==> src/rtl/pc_fetch_pkg.sv <==
// Shared IFU definitions: fetch FSM state encodings, reset PC and branch kinds.
package pc_fetch_pkg;

  localparam logic [31:0] IFU_RESET_PC = 32'hBFC0_0000;

  typedef enum logic [2:0] {
    FETCH_IDLE    = 3'd0,
    FETCH_REQ     = 3'd1,
    FETCH_WAIT    = 3'd2,
    FETCH_HOLD    = 3'd3,
    FETCH_DISCARD = 3'd4
  } fetchState_e;

  typedef enum logic [1:0] {
    BR_NONE     = 2'd0,
    BR_COND     = 2'd1,
    BR_JUMP     = 2'd2,
    BR_JUMP_REG = 2'd3
  } branchKind_e;

  // An 8-byte fetch pair is only usable when it starts on an 8-byte boundary.
  function automatic logic pairFits(input logic [31:0] addr);
    return ~addr[2];
  endfunction

endpackage

==> src/rtl/pc_fetch.sv <==
// Instruction fetch stage: PC register plus request/response FSM toward instruction memory.
// Define IFU_DUAL_FETCH_EN to enable the second delivery slot (inst_addr+4).
module pc_fetch
  import pc_fetch_pkg::*;
#(
  parameter logic [31:0] RESET_PC = IFU_RESET_PC
) (
  input  logic        clk,
  input  logic        rst,
  input  logic [31:0] next_pc,
  input  logic        flush_req,
  input  logic        stall,
  output logic        inst_req,
  output logic [31:0] inst_addr,
  input  logic        inst_addr_ok,
  input  logic        inst_data_ok,
  input  logic [31:0] inst_rdata_1,
  input  logic [31:0] inst_rdata_2,
  output logic [31:0] pc,
  output logic        inst_rdata_1_ok,
  output logic        inst_rdata_2_ok,
  output logic [31:0] if_inst_1,
  output logic [31:0] if_inst_2
);

  fetchState_e state_q, state_d;
  logic [31:0] pc_q, pc_d;
  logic [31:0] heldInst1_q, heldInst1_d;
  logic        deliverLive;
  logic        deliverHeld;
  logic        captureEn;
  logic        releaseHeld;

  // A redirect must land in the PC even while decode is stalled.
  assign pc_d = (!stall || flush_req) ? next_pc : pc_q;

  always_ff @(posedge clk or posedge rst) begin
    if (rst) begin
      state_q     <= FETCH_IDLE;
      pc_q        <= RESET_PC;
      heldInst1_q <= '0;
    end else begin
      state_q     <= state_d;
      pc_q        <= pc_d;
      heldInst1_q <= heldInst1_d;
    end
  end

  always_comb begin
    state_d     = state_q;
    inst_req    = 1'b0;
    deliverLive = 1'b0;
    deliverHeld = 1'b0;
    captureEn   = 1'b0;
    releaseHeld = 1'b0;
    case (state_q)
      FETCH_IDLE: begin
        state_d = FETCH_REQ;
      end
      FETCH_REQ: begin
        inst_req = 1'b1;
        if (inst_addr_ok) begin
          state_d = flush_req ? FETCH_DISCARD : FETCH_WAIT;
        end
      end
      FETCH_WAIT: begin
        if (inst_data_ok) begin
          if (flush_req) begin
            state_d = FETCH_REQ;
          end else if (stall) begin
            state_d   = FETCH_HOLD;
            captureEn = 1'b1;
          end else begin
            state_d     = FETCH_REQ;
            deliverLive = 1'b1;
          end
        end else if (flush_req) begin
          state_d = FETCH_DISCARD;
        end
      end
      FETCH_HOLD: begin
        if (flush_req) begin
          state_d     = FETCH_REQ;
          releaseHeld = 1'b1;
        end else if (!stall) begin
          state_d     = FETCH_REQ;
          deliverHeld = 1'b1;
          releaseHeld = 1'b1;
        end
      end
      FETCH_DISCARD: begin
        if (inst_data_ok) begin
          state_d = FETCH_REQ;
        end
      end
      default: begin
        state_d = FETCH_IDLE;
      end
    endcase
  end

  always_comb begin
    heldInst1_d = heldInst1_q;
    if (captureEn) begin
      heldInst1_d = inst_rdata_1;
    end else if (releaseHeld) begin
      heldInst1_d = '0;
    end
  end

  assign inst_addr       = pc_q;
  assign pc              = pc_q;
  assign inst_rdata_1_ok = deliverLive | deliverHeld;

  always_comb begin
    if_inst_1 = '0;
    if (deliverLive) begin
      if_inst_1 = inst_rdata_1;
    end else if (deliverHeld) begin
      if_inst_1 = heldInst1_q;
    end
  end

`ifdef IFU_DUAL_FETCH_EN
  logic [31:0] heldInst2_q, heldInst2_d;
  logic        heldOk2_q, heldOk2_d;
  logic        pairOk;

  assign pairOk = pairFits(pc_q);

  // Slot-2 validity is frozen at capture so a held pair is judged by the PC it was fetched for.
  always_comb begin
    heldInst2_d = heldInst2_q;
    heldOk2_d   = heldOk2_q;
    if (captureEn) begin
      heldInst2_d = pairOk ? inst_rdata_2 : '0;
      heldOk2_d   = pairOk;
    end else if (releaseHeld) begin
      heldInst2_d = '0;
      heldOk2_d   = 1'b0;
    end
  end

  always_ff @(posedge clk or posedge rst) begin
    if (rst) begin
      heldInst2_q <= '0;
      heldOk2_q   <= 1'b0;
    end else begin
      heldInst2_q <= heldInst2_d;
      heldOk2_q   <= heldOk2_d;
    end
  end

  assign inst_rdata_2_ok = (deliverLive & pairOk) | (deliverHeld & heldOk2_q);

  always_comb begin
    if_inst_2 = '0;
    if (deliverLive && pairOk) begin
      if_inst_2 = inst_rdata_2;
    end else if (deliverHeld && heldOk2_q) begin
      if_inst_2 = heldInst2_q;
    end
  end
`else
  logic unused_slot2;

  assign unused_slot2    = ^inst_rdata_2;
  assign inst_rdata_2_ok = 1'b0;
  assign if_inst_2       = '0;
`endif

endmodule

==> config.mk <==
export PLATFORM = sky130hd
export DESIGN_NAME = pc_fetch
export DESIGN_NICKNAME = d
export VERILOG_FILES = /design/src/rtl/pc_fetch_pkg.sv /design/src/rtl/pc_fetch.sv
export SDC_FILE = /design/constraint.sdc
export NUM_CORES = 1
export LEC_CHECK = 0
export BUFFER_PORTS_ARGS = -buffer_cell sky130_fd_sc_hd__buf_2
export CAP_MARGIN = 20
export CORE_MARGIN = 2
export CORE_UTILIZATION = 38
export CTS_CLUSTER_SIZE = 8
export DETAILED_ROUTE_END_ITERATION = 12
export MAX_ROUTING_LAYER = met4
export PLACE_DENSITY = 0.75
export REMOVE_ABC_BUFFERS = 1
export SLEW_MARGIN = 20
export SYNTH_ARGS = -nofsm -noshare
export SYNTH_HDL_FRONTEND = slang
export SYNTH_SLANG_ARGS = --single-unit
==> constraint.sdc <==
create_clock -name clk -period 1.8 [get_ports clk]
set_clock_uncertainty 0.1 [all_clocks]
set_input_delay 0.18 -clock clk [delete_from_list [all_inputs] [get_ports clk]]
set_output_delay 0.18 -clock clk [all_outputs]
set_load 0.02 [all_outputs]
Word-level counts from Yosys, hierarchy flattened
Cells that the tools add are included.

cells by class
  reductions and logical operators = 5
  eq/ne operators = 8
  bitwise operators = 1
  multiplexer cells = 26

operators by type and width
  operator                                             count
  2-to-1 mux 32 bit                                    4
  2-to-1 mux 3 bit                                     7
  case mux 3 bit (5 select lines)                      1
  2-to-1 mux 1 bit                                     12
  equality test 3 x 2 -> 1 bit, second input constant  2
  inequality test 3 bit, second input constant         2
  2-to-1 mux 2 bit                                     2
  inequality test 2 bit, second input constant         2
  AND reduction 4 bit                                  1
  equality test 3 x 1 -> 1 bit, second input constant  1
  equality test 3 bit, second input constant           1
  zero test 3 bit                                      1
  nonzero test 2 bit                                   1
  zero test 1 bit                                      1
  logical OR 1 bit                                     1
  bitwise OR 1 bit                                     1

storage, ports and cells
  word-level logic and storage cells = 43
  bits in registers = 67
  output and inout port bits = 131
  bits of input ports = 102

Logic depth before layout (Yosys ltp)
  depth after elaboration = 5
  gate-level depth with buffers = 6
  depth with buffers taken out = 4

Least setup slack after synthesis
OpenSTA, ideal clock, no wires.

  kind = reg-to-output
  from = register state_q[2]
  to = output if_inst_1[10]
  stages on the path, launching flop included = 5
  data required time = 1520 ps
  data arrival time = 1494 ps
  path slack = 26 ps
  path buffers = 1
  cells stage by stage = dfrtp_1 > nand2b_2 > nor4_2 > buf_2 > a22o_1

between the ends
  longest elaborated chain between the ends = 4
  elaborated cells between the ends (all ways) = 6
  those cells by class = eq/ne: 2; mux: 4

ends and longest elaborated chain
  what                          line             source
  from (decl)                   pc_fetch.sv:26   fetchState_e state_q, state_d;
  from (signal assigned)        pc_fetch.sv:43   state_q <= state_d;
  equality test 3 x 2 -> 1 bit  pc_fetch.sv:56   case (state_q)
  2-to-1 mux 1 bit              pc_fetch.sv:56
  2-to-1 mux 32 bit             pc_fetch.sv:119  end else if (deliverHeld) begin
  2-to-1 mux 32 bit (*)         pc_fetch.sv:117  if (deliverLive) begin
  to (decl)                     pc_fetch.sv:22   output logic [31:0] if_inst_1,

Every way passes the cells marked *; elsewhere a longest branch is shown, timed or not.

Worst setup path in the final report
  from = register state_q[2]
  to = output if_inst_1[12]

Same word-level chain as after synthesis.

==> summary.txt <==
Clock tree
  • Root buffer cell: clkbuf_8
  • Max Root-Sink Buffers: 2
  • CTS clk-pin slew, worst paths: about 0.07 ns
  • CTS tree: built
  • Total CTS buffers: 9
  • Worst-Skew Late Latency: approximately 0.33 ns
  • CTS Sinks: 67
  • Htree depth: 3

Setup path
  • WP data required: 1.52 ns
  • Terminus of the critical flop-to-flop path: state_q[1]
  • Flop2flop setup slack: 0.14 ns
  • CP max FO: 17
  • Worst reg-to-reg path cell count: 7
  • Critical path class: reg2out
  • CP Capture Type: output pin
  • FF-to-FF Start: state_q[2]
  • Startpoint types: flop
  • Crit path DAT: about 1.7 ns

Finish
  • Layout cells sized above 1: around half
  • Final core utilization: 60.05%
  • Nets: 587
  • Commonest cells after routing, fill and taps aside: buf_2 (133), dlygate4sd3_1 (65), a22o_1 (64), dfrtp_1 (58), buf_6 (34)
  • Finished Layout Cells: 597
  • Filler cell count: 699
  • Commonest non-fill, non-tap cell in the layout: buf_2
  • Antenna fix cells: 0
  • Final instance area: 5211 um^2
  • Area Overhead vs Synth: 53.92%

Synthesis
  • Syn Inst Count: about 270
  • Post-synthesis cell type count: 28
  • Synth top area cells: dfrtp_1 (43%), a22o_1 (17%), buf_4 (14%)
  • Register bit total from synthesis: 67
  • Synth warn: 0
  • Post-synthesis cell area: approximately 3400 um^2
  • Yosys top cell area share: 42.87%
  • Syn avg cell area: 12.40 um^2
  • Post-synthesis sequential area ratio: 49.85%
  • Post-synth ARST share: 100.0%
  • Leading area contributor after synthesis: dfrtp_1
  • Top_reg_cell synth: dfrtp_1
  • Post-synth EDFFs: 0

Floorplanning
  • Io pins: 233
  • Die ar.: 9681 um^2
  • Core area: 8678 um^2
  • Core Rows: 34
  • Initial Util: 39.01%
  • Die width: 98.39 um
  • Die Height: 98.39 um

Power and ir drop
  • Total power: between 4 and 5 mW
  • Pwr Density: 957.6 nW/um^2
  • Pleak: 2.604 nW
  • Peak supply drop: 0.4638 mV

Placed design
  • Placed cell area: 4066 um^2
  • DP Worst Slack: 0.09318 ns
  • Port-buffer cells: 167
  • Gpl congestion: 0.7250
  • Cells after DPL: ~500
  • Dpl hpwl: 5.309 mm

Min path
  • Hold WC Path Type: in2reg
  • Worst Hold Depth: 2
  • Worst Min Path Start: inst_addr_ok
  • Hold endpoint: state_q[2]

GRT
  • Antenna violations before repair: 0
  • All-layer global routing usage: around a fifth
  • First-pass GRT wire length: 14.70 mm
  • Remaining global-route overflow: 0
  • Vias in the first global route: around 3000
  • Pin count of the biggest net entering global routing: 38

Routing
  • First-pass DRT Iterations: 4
  • # DRC: 0
  • Drt total wl: 9.673 mm
  • Remaining antenna violation count after routing: 0
  • Via-to-Cell Ratio: 4.888
  • Routed wire per std cell: 16.20 um
  • 1st-iter DRT viols: 95
  • Via count: 2918

Timing
  • Slew Limit Fails: 0
  • RSZ-0062 raised after global routing: yes
  • Fin crit period: roughly 2.0 ns
  • Final worst slack: -0.2211 ns
  • Fmax: 494.8 MHz
  • Sum Neg Setup Slack: -6.040 ns
  • Final worst hold slack: 0.05674 ns
  • Fin crit share: 112.3%
  • Final setup violation count: 33
  • Final hold vios: 0

Run status
  • Failing checks: negative setup slack
  • Status: complete, but fails checks

Job
  • Number of max-cap violations: 0
cell type report:
type / count / area (um^2) / area share, %
tap: 108 / 135.1 / 2.593
clock buffer: 13 / 168.9 / 3.241
timing repair buffer: 250 / 1914 / 36.73
sequential: 67 / 1688 / 32.39
clock inverter: 2 / 35.03 / 0.6723
multi-input combinational: 155 / 1262 / 24.23
inverter: 2 / 7.507 / 0.1441
per-layer routing:
layer  up-vias  wire (um)  global-route usage (%)
li1       1316          -                       -
met1      1437       3664                   21.85
met2       140       5282                   34.33
met3        25        505                   4.080
met4         0        220                   7.903
met5         -          0                       -
cells by family (layout without fill, tap and decap cells):
logic type / count (synthesis) / in the layout / share of synthesized area [%]
buf+inv: 83 / 267 / 17.55
flops: 67 / 67 / 49.85
compound gates: 73 / 73 / 18.33
other cells: 1 / 33 / 0.1108
simple gates: 17 / 17 / 3.511
mux: 32 / 32 / 10.64
flip-flops by register name, summed over array words and instances (netlist names):
| signal | flops |
|---|---|
| state_q | 3 |
| heldInst1_q | 32 |
| inst_addr | 32 |
cell usage after synthesis (all sizes together), types with 2 or more instances:
cell type  number
nor3            2
o21ai           3
buf            81
nand2b          6
a22o           64
nor2            2
dfrtp          58
or2             2
dfstp           9
mux2           32
inv             2
worst max-delay path by stage:
stage                from            end  slack, ns  cells after the start
2_1_floorplan  state_q[2]   if_inst_1[0]      -0.99                      3
3_3_place_gp   state_q[2]  if_inst_1[24]       0.11                      5
3_5_place_dp   state_q[2]  if_inst_1[24]       0.09                      5
4_1_cts        state_q[2]  if_inst_1[24]      -0.20                      5
5_1_grt        state_q[2]   if_inst_1[9]      -0.31                      6
6_report       state_q[2]  if_inst_1[12]      -0.22                      6
worst max-delay path, cell delays in order (launching register included):
cell and delay, ns:
dfrtp_1 0.38, nand2b_4 0.17, nor4b_4 0.22, buf_6 0.17, buf_12 0.15, a22o_1 0.18, buf_6 0.13
power breakdown:
group	switching [mW]	total [mW]	internal, mW
combinational	0.835	1.63	0.795
sequential	0.216	2.06	1.84
clock	0.556	1.30	0.745
what timing repair did:
item / CTS / global route
cloned: 0 / 2
hold endpoints to repair: 122 / 0
buffers inserted: 0 / 4
endpoints found under the setup margin: 33 / 33
hold buffers: 65 / 0
resized for setup: 64 / 7
pin swaps: 0 / 1
Power figures use the tool's default switching activity.
